--- src/rtl/hsem_lock_arb_pkg.sv ---
// Shared configuration for the HSEM lock arbiter: default sizing and FSM state encoding.
// Optional lock-hold timeout is enabled by defining HSEM_LOCK_TIMEOUT_EN.
package hsem_lock_arb_pkg;

    localparam int unsigned HSEM_NUM_MASTER   = 4;
    localparam int unsigned HSEM_ID_WIDTH     = 2;
    localparam int unsigned HSEM_LOCK_TIMEOUT = 1024;
    localparam int unsigned HSEM_TO_WIDTH     = 11;

    typedef enum logic [1:0] {
        ST_IDLE    = 2'd0,
        ST_LOCKED  = 2'd1,
        ST_RELEASE = 2'd2
    } hsem_state_e;

endpackage

--- src/rtl/hsem_lock_arb_if.sv ---
// Lock request/grant and task-register write-gating signals between the cores and the arbiter.
interface hsem_lock_arb_if #(
    parameter int unsigned NUM_MASTER = 4,
    parameter int unsigned ID_WIDTH   = 2
);

    logic [NUM_MASTER-1:0] req_i;
    logic [NUM_MASTER-1:0] rel_i;
    logic [NUM_MASTER-1:0] wr_req_i;
    logic [NUM_MASTER-1:0] grant_o;
    logic [ID_WIDTH-1:0]   owner_id_o;
    logic                  locked_o;
    logic                  task_en_o;
    logic                  free_o;
    logic                  err_o;
    logic                  timeout_o;

    modport slave (
        input  req_i, rel_i, wr_req_i,
        output grant_o, owner_id_o, locked_o, task_en_o, free_o, err_o, timeout_o
    );

    modport master (
        output req_i, rel_i, wr_req_i,
        input  grant_o, owner_id_o, locked_o, task_en_o, free_o, err_o, timeout_o
    );

endinterface

--- src/rtl/hsem_rr_pick.sv ---
// Combinational round-robin picker: first set request at or above ptr, wrapping,
// returned as one-hot and binary index.
module hsem_rr_pick #(
    parameter int unsigned N  = 4,
    parameter int unsigned IW = 2
) (
    input  logic [N-1:0]  req,
    input  logic [IW-1:0] ptr,
    output logic [N-1:0]  pick,
    output logic [IW-1:0] pick_idx
);

    logic        found;
    int unsigned cand;

    always_comb begin
        pick     = '0;
        pick_idx = '0;
        found    = 1'b0;
        cand     = 0;
        for (int unsigned i = 0; i < N; i++) begin
            cand = (32'(ptr) + i) % N;
            if (!found && req[IW'(cand)]) begin
                found            = 1'b1;
                pick[IW'(cand)]  = 1'b1;
                pick_idx         = IW'(cand);
            end
        end
    end

endmodule

--- src/rtl/hsem_lock_arb.sv ---
// Round-robin lock arbiter guarding the HSEM task-status register.
// Define HSEM_LOCK_TIMEOUT_EN to force release after TIMEOUT_CYCLES of hold.
module hsem_lock_arb
    import hsem_lock_arb_pkg::*;
#(
    parameter int unsigned NUM_MASTER     = HSEM_NUM_MASTER,
    parameter int unsigned ID_WIDTH       = HSEM_ID_WIDTH,
    parameter int unsigned TIMEOUT_CYCLES = HSEM_LOCK_TIMEOUT,
    parameter int unsigned TO_WIDTH       = HSEM_TO_WIDTH
) (
    input  logic           hclk,
    input  logic           hresetn,
    hsem_lock_arb_if.slave bus
);

    hsem_state_e           state_q, state_nxt;
    logic [NUM_MASTER-1:0] grant_q, grant_nxt;
    logic [ID_WIDTH-1:0]   owner_id_q, owner_nxt;
    logic [ID_WIDTH-1:0]   ptr_q, ptr_nxt;
    logic                  locked_q, locked_nxt;
    logic                  free_q, free_nxt;
    logic                  err_q, err_nxt;
    logic                  timeout_q, timeout_nxt;

    logic [NUM_MASTER-1:0] pick_oh;
    logic [ID_WIDTH-1:0]   pick_idx;
    logic [ID_WIDTH-1:0]   next_ptr;
    logic                  owner_rel;
    logic                  to_hit;

    hsem_rr_pick #(
        .N  (NUM_MASTER),
        .IW (ID_WIDTH)
    ) u_pick (
        .req      (bus.req_i),
        .ptr      (ptr_q),
        .pick     (pick_oh),
        .pick_idx (pick_idx)
    );

    // grant_q is zero outside LOCKED, so any release there is from a non-owner
    assign owner_rel = |(bus.rel_i & grant_q);
    assign next_ptr  = (owner_id_q == ID_WIDTH'(NUM_MASTER - 1)) ? '0 : owner_id_q + ID_WIDTH'(1);

`ifdef HSEM_LOCK_TIMEOUT_EN
    logic [TO_WIDTH-1:0] hold_cnt_q, hold_cnt_nxt;

    // Counter sits at zero outside LOCKED, so it is cleared on every lock entry
    assign hold_cnt_nxt = (state_q == ST_LOCKED) ? hold_cnt_q + TO_WIDTH'(1) : '0;
    assign to_hit       = (state_q == ST_LOCKED) &&
                          (hold_cnt_q == TO_WIDTH'(TIMEOUT_CYCLES - 1));

    always_ff @(posedge hclk or negedge hresetn) begin
        if (!hresetn) hold_cnt_q <= '0;
        else          hold_cnt_q <= hold_cnt_nxt;
    end
`else
    logic unused_cfg;
    assign unused_cfg = ^{TO_WIDTH'(TIMEOUT_CYCLES)};
    assign to_hit     = 1'b0;
`endif

    always_ff @(posedge hclk or negedge hresetn) begin
        if (!hresetn) begin
            state_q    <= ST_IDLE;
            grant_q    <= '0;
            owner_id_q <= '0;
            ptr_q      <= '0;
            locked_q   <= 1'b0;
            free_q     <= 1'b0;
            err_q      <= 1'b0;
            timeout_q  <= 1'b0;
        end else begin
            state_q    <= state_nxt;
            grant_q    <= grant_nxt;
            owner_id_q <= owner_nxt;
            ptr_q      <= ptr_nxt;
            locked_q   <= locked_nxt;
            free_q     <= free_nxt;
            err_q      <= err_nxt;
            timeout_q  <= timeout_nxt;
        end
    end

    always_comb begin
        state_nxt   = state_q;
        grant_nxt   = grant_q;
        owner_nxt   = owner_id_q;
        ptr_nxt     = ptr_q;
        locked_nxt  = locked_q;
        free_nxt    = 1'b0;
        err_nxt     = |(bus.rel_i & ~grant_q);
        timeout_nxt = 1'b0;
        unique case (state_q)
            ST_IDLE: begin
                if (|bus.req_i) begin
                    state_nxt  = ST_LOCKED;
                    grant_nxt  = pick_oh;
                    owner_nxt  = pick_idx;
                    locked_nxt = 1'b1;
                end
            end
            ST_LOCKED: begin
                if (owner_rel || to_hit) begin
                    state_nxt   = ST_RELEASE;
                    grant_nxt   = '0;
                    locked_nxt  = 1'b0;
                    free_nxt    = 1'b1;
                    timeout_nxt = to_hit && !owner_rel;
                    ptr_nxt     = next_ptr;
                end
            end
            ST_RELEASE: begin
                state_nxt = ST_IDLE;
            end
            default: begin
                state_nxt  = ST_IDLE;
                grant_nxt  = '0;
                locked_nxt = 1'b0;
            end
        endcase
    end

    assign bus.grant_o    = grant_q;
    assign bus.owner_id_o = owner_id_q;
    assign bus.locked_o   = locked_q;
    assign bus.free_o     = free_q;
    assign bus.err_o      = err_q;
    assign bus.timeout_o  = timeout_q;
    assign bus.task_en_o  = locked_q & bus.wr_req_i[owner_id_q];

endmodule

--- src/flat_wrapper.sv ---
// flat-port wrapper written by rule: the top's interface ports become plain ports
module hsem_lock_arb_flat import hsem_lock_arb_pkg::*;
#(
    parameter int unsigned NUM_MASTER     = HSEM_NUM_MASTER,
    parameter int unsigned ID_WIDTH       = HSEM_ID_WIDTH,
    parameter int unsigned TIMEOUT_CYCLES = HSEM_LOCK_TIMEOUT,
    parameter int unsigned TO_WIDTH       = HSEM_TO_WIDTH
)
  (hclk, hresetn, bus_req_i, bus_rel_i, bus_wr_req_i, bus_grant_o, bus_owner_id_o, bus_locked_o, bus_task_en_o, bus_free_o, bus_err_o, bus_timeout_o);
  hsem_lock_arb_if #(.NUM_MASTER(NUM_MASTER), .ID_WIDTH(ID_WIDTH)) bus_i ();
  input  logic hclk;
  input  logic hresetn;
  input wire logic [$bits(bus_i.req_i)-1:0] bus_req_i;
  input wire logic [$bits(bus_i.rel_i)-1:0] bus_rel_i;
  input wire logic [$bits(bus_i.wr_req_i)-1:0] bus_wr_req_i;
  output wire logic [$bits(bus_i.grant_o)-1:0] bus_grant_o;
  output wire logic [$bits(bus_i.owner_id_o)-1:0] bus_owner_id_o;
  output wire logic [$bits(bus_i.locked_o)-1:0] bus_locked_o;
  output wire logic [$bits(bus_i.task_en_o)-1:0] bus_task_en_o;
  output wire logic [$bits(bus_i.free_o)-1:0] bus_free_o;
  output wire logic [$bits(bus_i.err_o)-1:0] bus_err_o;
  output wire logic [$bits(bus_i.timeout_o)-1:0] bus_timeout_o;
  assign bus_i.req_i = bus_req_i;
  assign bus_i.rel_i = bus_rel_i;
  assign bus_i.wr_req_i = bus_wr_req_i;
  assign bus_grant_o = bus_i.grant_o;
  assign bus_owner_id_o = bus_i.owner_id_o;
  assign bus_locked_o = bus_i.locked_o;
  assign bus_task_en_o = bus_i.task_en_o;
  assign bus_free_o = bus_i.free_o;
  assign bus_err_o = bus_i.err_o;
  assign bus_timeout_o = bus_i.timeout_o;
  hsem_lock_arb #(.NUM_MASTER(NUM_MASTER), .ID_WIDTH(ID_WIDTH), .TIMEOUT_CYCLES(TIMEOUT_CYCLES), .TO_WIDTH(TO_WIDTH)) u_core (.hclk(hclk), .hresetn(hresetn), .bus(bus_i));
endmodule
--- config.mk ---
export PLATFORM = sky130hd
export DESIGN_NAME = hsem_lock_arb_flat
export DESIGN_NICKNAME = d
export VERILOG_FILES = /design/src/rtl/hsem_lock_arb_pkg.sv /design/src/rtl/hsem_lock_arb_if.sv /design/src/rtl/hsem_rr_pick.sv /design/src/rtl/hsem_lock_arb.sv /design/src/flat_wrapper.sv
export SDC_FILE = /design/constraint.sdc
export NUM_CORES = 1
export LEC_CHECK = 0
export ABC_AREA = 0
export CAP_MARGIN = 10
export CORE_MARGIN = 2
export CORE_UTILIZATION = 35
export CTS_BUF_LIST = sky130_fd_sc_hd__clkbuf_16
export DETAILED_ROUTE_END_ITERATION = 10
export SYNTH_ARGS = -nofsm -noshare
export SYNTH_HDL_FRONTEND = slang
export SYNTH_SLANG_ARGS = --single-unit
--- constraint.sdc ---
create_clock -name hclk -period 3.4 [get_ports hclk]
set_input_delay 0.51 -clock hclk [delete_from_list [all_inputs] [get_ports hclk]]
set_output_delay 0.51 -clock hclk [all_outputs]
set_load 0.005 [all_outputs]
---- After elaboration in Yosys (flattened, before gate mapping) ----
Cells that the tools add are included.
word-level totals
  register bits ........................... 13
  output and inout port bits .............. 11
  logic and storage cells ................. 92
cells by class
  add/subtract/negate cells ............... 4
  $lt $le $gt $ge ......................... 9
  eq/ne operators ......................... 5
  multiplexer cells ....................... 41
  bitwise operators ....................... 8
  reductions and logical operators ........ 18
operators with widths
  kind                                                                                  number
  4-bit 2-to-1 mux                                                                      6
  1-bit 2-to-1 mux                                                                      16
  2-bit by 3-bit less-than comparator with 1-bit output (second input constant)         5
  2-bit 2-to-1 mux                                                                      7
  4-bit OR                                                                              3
  4-bit one-hot mux with 3 select lines                                                 1
  4-bit OR reduction                                                                    3
  1-bit binary-select mux with 2-bit select                                             5
  4-bit AND                                                                             2
  1-bit demux with 2-bit select                                                         4
  2-bit by 1-bit greater-or-equal comparator with 1-bit output (second input constant)  4
  1-bit logical AND                                                                     7
  2-bit AND reduction                                                                   3
  2-bit by 1-bit adder with 2-bit output (second input constant)                        2
  2-bit adder (second input constant)                                                   2
  2-bit == test (second input constant)                                                 2
  2-bit by 1-bit != test with 1-bit output (second input constant)                      2
  4-bit NOT                                                                             1
  2-bit one-hot mux with 2 select lines                                                 1
  1-bit logical NOT                                                                     3
  1-bit one-hot mux with 3 select lines                                                 1
  3-bit AND reduction                                                                   1
  2-bit by 1-bit == test with 1-bit output (second input constant)                      1
  2-bit logical NOT                                                                     1
  2 further kinds                                                                       2

---- Logic depth before layout (Yosys ltp) ----
  word-level depth ........................ 14
  gate-level depth with buffers ........... 7

---- Cells and area by module ----
From an unflattened synthesis, not the netlist that was laid out.
unflattened totals
  cell total of the unflattened synthesis .. 103
  area total of the unflattened synthesis .. 1,083.5 µm²
modules (own cells, without submodules)
  module         times used  cells each  area each (µm²)  sequential area each (µm²)
  hsem_lock_arb  1           55          679.4            325.3
  hsem_rr_pick   1           48          404.1            0.0

---- Worst setup path before layout ----
Ideal clock, no wire load.
  path kind ............................... reg-to-reg
  from .................................... reg u_core.ptr_q[0]
  to ...................................... reg u_core.grant_q[1], in the netlist u_core.bus.grant_o[1]
  library setup time ...................... 0.126 ns
  arrival ................................. 2.354 ns
  data required time ...................... 3.274 ns
  slack ................................... 0.920 ns
  cell stages (with the launch flop) ...... 8
  path buffers ............................ 1
  path through ............................ dfrtp_1 buf_2 inv_1 ha_1 mux4_2 a21o_1 o221a_1 a221o_1
on the way
  longest elaborated chain between the ends .. 14
  elaborated cells on any way between the ends .. 49
  classes of those cells .................. add/sub: 3; order compare: 8; mux: 25; bitwise: 3; reduce/logical: 10
ends and longest elaborated chain
  item                                                                                                            line                 RTL
  start: declaration                                                                                              hsem_lock_arb.sv:19  logic [ID_WIDTH-1:0] ptr_q, ptr_nxt;
  start signal: assignment                                                                                        hsem_lock_arb.sv:77  ptr_q <= ptr_nxt;
  parallel branches: the longest is 11 deep, another holds 2-bit by 3-bit less-than comparator with 1-bit output  -
  4-bit 2-to-1 mux *                                                                                              hsem_rr_pick.sv:23   if (!found && req[IW'(cand)]) begin
  4-bit 2-to-1 mux *                                                                                              hsem_lock_arb.sv:96  if (|bus.req_i) begin
  4-bit one-hot mux with 3 select lines *                                                                         hsem_lock_arb.sv:94  unique case (state_q)
  end signal: assignment                                                                                          hsem_lock_arb.sv:75  grant_q <= grant_nxt;
  end: declaration                                                                                                hsem_lock_arb.sv:17  logic [NUM_MASTER-1:0] grant_q, grant_nxt;
Mark *: on every way between the ends. The select of a mux whose other input is x is not followed.
A chain may end at the register's enable or synchronous reset.

---- Final worst setup path ----
  from .................................... reg u_core.ptr_q[1]
  to ...................................... reg u_core.grant_q[2], in the netlist u_core.bus.grant_o[2]
Same word-level chain as after synthesis.

==> impl_metrics.json <==
{
  "ys_seq_elements": 13,
  "slew_headroom": 0.579,
  "cts_tree": "yes",
  "fin_crit_ps": 2530,
  "synth_area_leaders": "dfrtp_1, ha_1, mux4_2",
  "ctsHoldBuffers": 0,
  "final-instance-count-excl-fill": 175,
  "p_leak_uw": 0.000625,
  "status": "complete, no violations",
  "ctsResizeCount": 0,
  "gp_congestion": 0.806,
  "finalHoldViolations": 0,
  "synth.distinct_cells": 37,
  "cp.required_ps": 3520,
  "critPathMaxFanout": 10,
  "fmax_mhz": 396,
  "grt_pass1_vias": 873,
  "ios": 25,
  "antenna_found_initial": 0,
  "path_class": "flop to flop",
  "synth_top_area_frac": 0.291,
  "p_per_area_mw_per_mm2": 879,
  "row_count": 20,
  "ys_seq_area_frac": 0.291,
  "finalMaxSlewViolations": 0,
  "gr-usage-met2": 0.232,
  "path_buf_inv": 1,
  "grt_pass1_wl_mm": 3.93,
  "clock-sinks": 13,
  "worst_path_largest_cell_delay_ps": 620,
  "layout-drive-gt1-share": 0.130,
  "synthesis.nets": 130,
  "die_height_um": 60.6,
  "setup-tns-final_ps": 0,
  "yosysMostFrequentCell": "dfrtp_1",
  "grt_max_degree": 17,
  "first_pass_iters": 4,
  "cts_root_buf": "clkbuf_16",
  "die_area_mm2": 0.00367,
  "start_util": 0.367,
  "min_path_type": "flop to flop",
  "diodes": 0,
  "grt-ovfl-total": 0,
  "vdd_drop_max_uv": 266,
  "clockBufferDepth": 2,
  "drt-vias-per-instance": 5.32,
  "use_met1": 0.184,
  "synth.cell_area_mm2": 0.00112,
  "die_width_um": 60.6,
  "yosysWarnings": 0,
  "io_buffers": 23,
  "wire_per_inst_um": 13.2,
  "skew_ps": 1.67,
  "vias": 931,
  "place_area_mm2": 0.00137,
  "final_util": 0.475,
  "synth_commonest_cells": "dfrtp_1, inv_1, ha_1, nor2_1, mux2_2",
  "drtIter0Drc": 50,
  "routed_wl_mm": 2.31,
  "grt_use_met3": 0.0235,
  "clk_latency_ps": 240,
  "seqCellArea_um2": 325,
  "synth_ff_type": "dfrtp_1",
  "finalCritPeriodShare": 0.743,
  "drv_cap": 0,
  "critPathSlowestCell": "mux4_2",
  "post-cts-setup-buffers": 0,
  "multi_input_area_um2": 702,
  "grtUsageTotal": 0.142,
  "htree_levels": 1,
  "setup_viol": 0,
  "numCtsBuffers": 3,
  "tightest_slew_ps": 632,
  "grt_busiest_layer": "met2",
  "cpLargestDelayFamily": "compound AO/OA/AOI/OAI gates",
  "async_flop_share": 1.00,
  "nets": 154,
  "ant_nets": 0,
  "synth_cells": 108,
  "drc": 0,
  "syn_to_final_growth_pct": 29.6,
  "dp.cells": 171,
  "synth-edff-count": 0,
  "core-area_mm2": 0.00305,
  "fillCellCount": 311,
  "clkSlewWorstSetupHoldPaths_ps": 40,
  "rsz0062_at_grt": "no",
  "worstSetupStartpointType": "flop",
  "synth_area_per_cell_um2": 10.4,
  "path_cells": "inv_1 > ha_1 > mux4_2 > a21o_1 > o221a_1 > a221o_1",
  "synth_top_area_cell": "dfrtp_1",
  "crit_arrival_ps": 2650,
  "endpoint_kind": "flop",
  "finish.instance_area_mm2": 0.00145
}
[worst reg2reg max path, delay by kind of cell (launching register included)]
family	cells	cell delay [ps]
buf+inv	1	170
mux	1	620
flops	1	550
compound gates	3	680
fa+ha+maj	1	380
[through the flow]
step / total power, uW / hold WS (ps) / setup WS, ps
final: 1280 / 508 / 873
after CTS: 1290 / 501 / 871
after detailed placement: 1070 / 503 / 847
after global routing: 1390 / 526 / 729
after floorplan: 826 / 214 / 920
after global placement: 1060 / 488 / 873
[worst paths after layout]
| kind | depth (start not counted) | slack [ps] | from | endpoint |
|---|---|---|---|---|
| min reg2reg | 1 | 510 | u_core.state_q[1]$_DFFE_PN0P_ | u_core.state_q[0]$_DFFE_PN0P_ |
| max reg2reg | 6 | 870 | u_core.ptr_q[1]$_DFFE_PN0P_ | u_core.bus.grant_o[2]$_DFFE_PN0P_ |
| min in group asynchronous | 1 | 660 | hresetn | u_core.state_q[1]$_DFFE_PN0P_ |
| max in group asynchronous | 1 | 2350 | hresetn | u_core.bus.free_o$_DFF_PN0_ |
| min | 1 | 510 | u_core.state_q[1]$_DFFE_PN0P_ | u_core.state_q[0]$_DFFE_PN0P_ |
| max | 6 | 870 | u_core.ptr_q[1]$_DFFE_PN0P_ | u_core.bus.grant_o[2]$_DFFE_PN0P_ |
[cell type report]
| cell class | instances | share of cell area |
|---|---|---|
| Clock buffer | 3 | 0.0517 |
| Clock inverter | 1 | 0.00259 |
| Inverter | 12 | 0.0310 |
| Multi-Input combinational cell | 77 | 0.484 |
| Sequential cell | 13 | 0.224 |
| Tap cell | 44 | 0.0379 |
| Timing Repair Buffer | 25 | 0.169 |
[cell usage in the layout (no fill, tap or decap), types with 2 or more instances in the layout]
master,n
ha_1,8
mux2_2,5
mux4_2,4
a221o_1,4
inv_1,13
nor3b_1,4
a21o_1,4
nor3_1,2
nor2b_1,3
or2b_1,2
dfrtp_1,13
buf_4,2
nor2_1,8
o21ai_0,2
o221a_1,4
clkdlybuf4s50_1,23
nand2b_1,3
mux2i_1,3
clkbuf_16,3
a21oi_1,4
[registers in the layout, summed over array words and instances (netlist names)]
name	count
u_core.bus.free_o	1
u_core.bus.owner_id_o	2
u_core.ptr_q	2
u_core.bus.err_o	1
u_core.bus.locked_o	1
u_core.bus.grant_o	4
u_core.state_q	2
[per-layer routing]
layer,vias to the layer above,share of wire
met5,-,0
met4,0,0.022
met3,7,0.053
met2,27,0.46
met1,446,0.47
li1,451,-
[cells by family after synthesis]
| group | share of synthesized area |
|---|---|
| mux | 0.181 |
| other cells | 0.00335 |
| buf+inv | 0.0827 |
| flops | 0.291 |
| fa+ha+maj | 0.0894 |
| simple gates | 0.163 |
| compound gates | 0.190 |
[report_power, final]
group / total [uW] / switching [uW] / internal (uW)
Clock: 216 / 61.6 / 155
Combinational: 753 / 334 / 418
Sequential: 307 / 81.5 / 225
(Power assumes the default switching activity.)
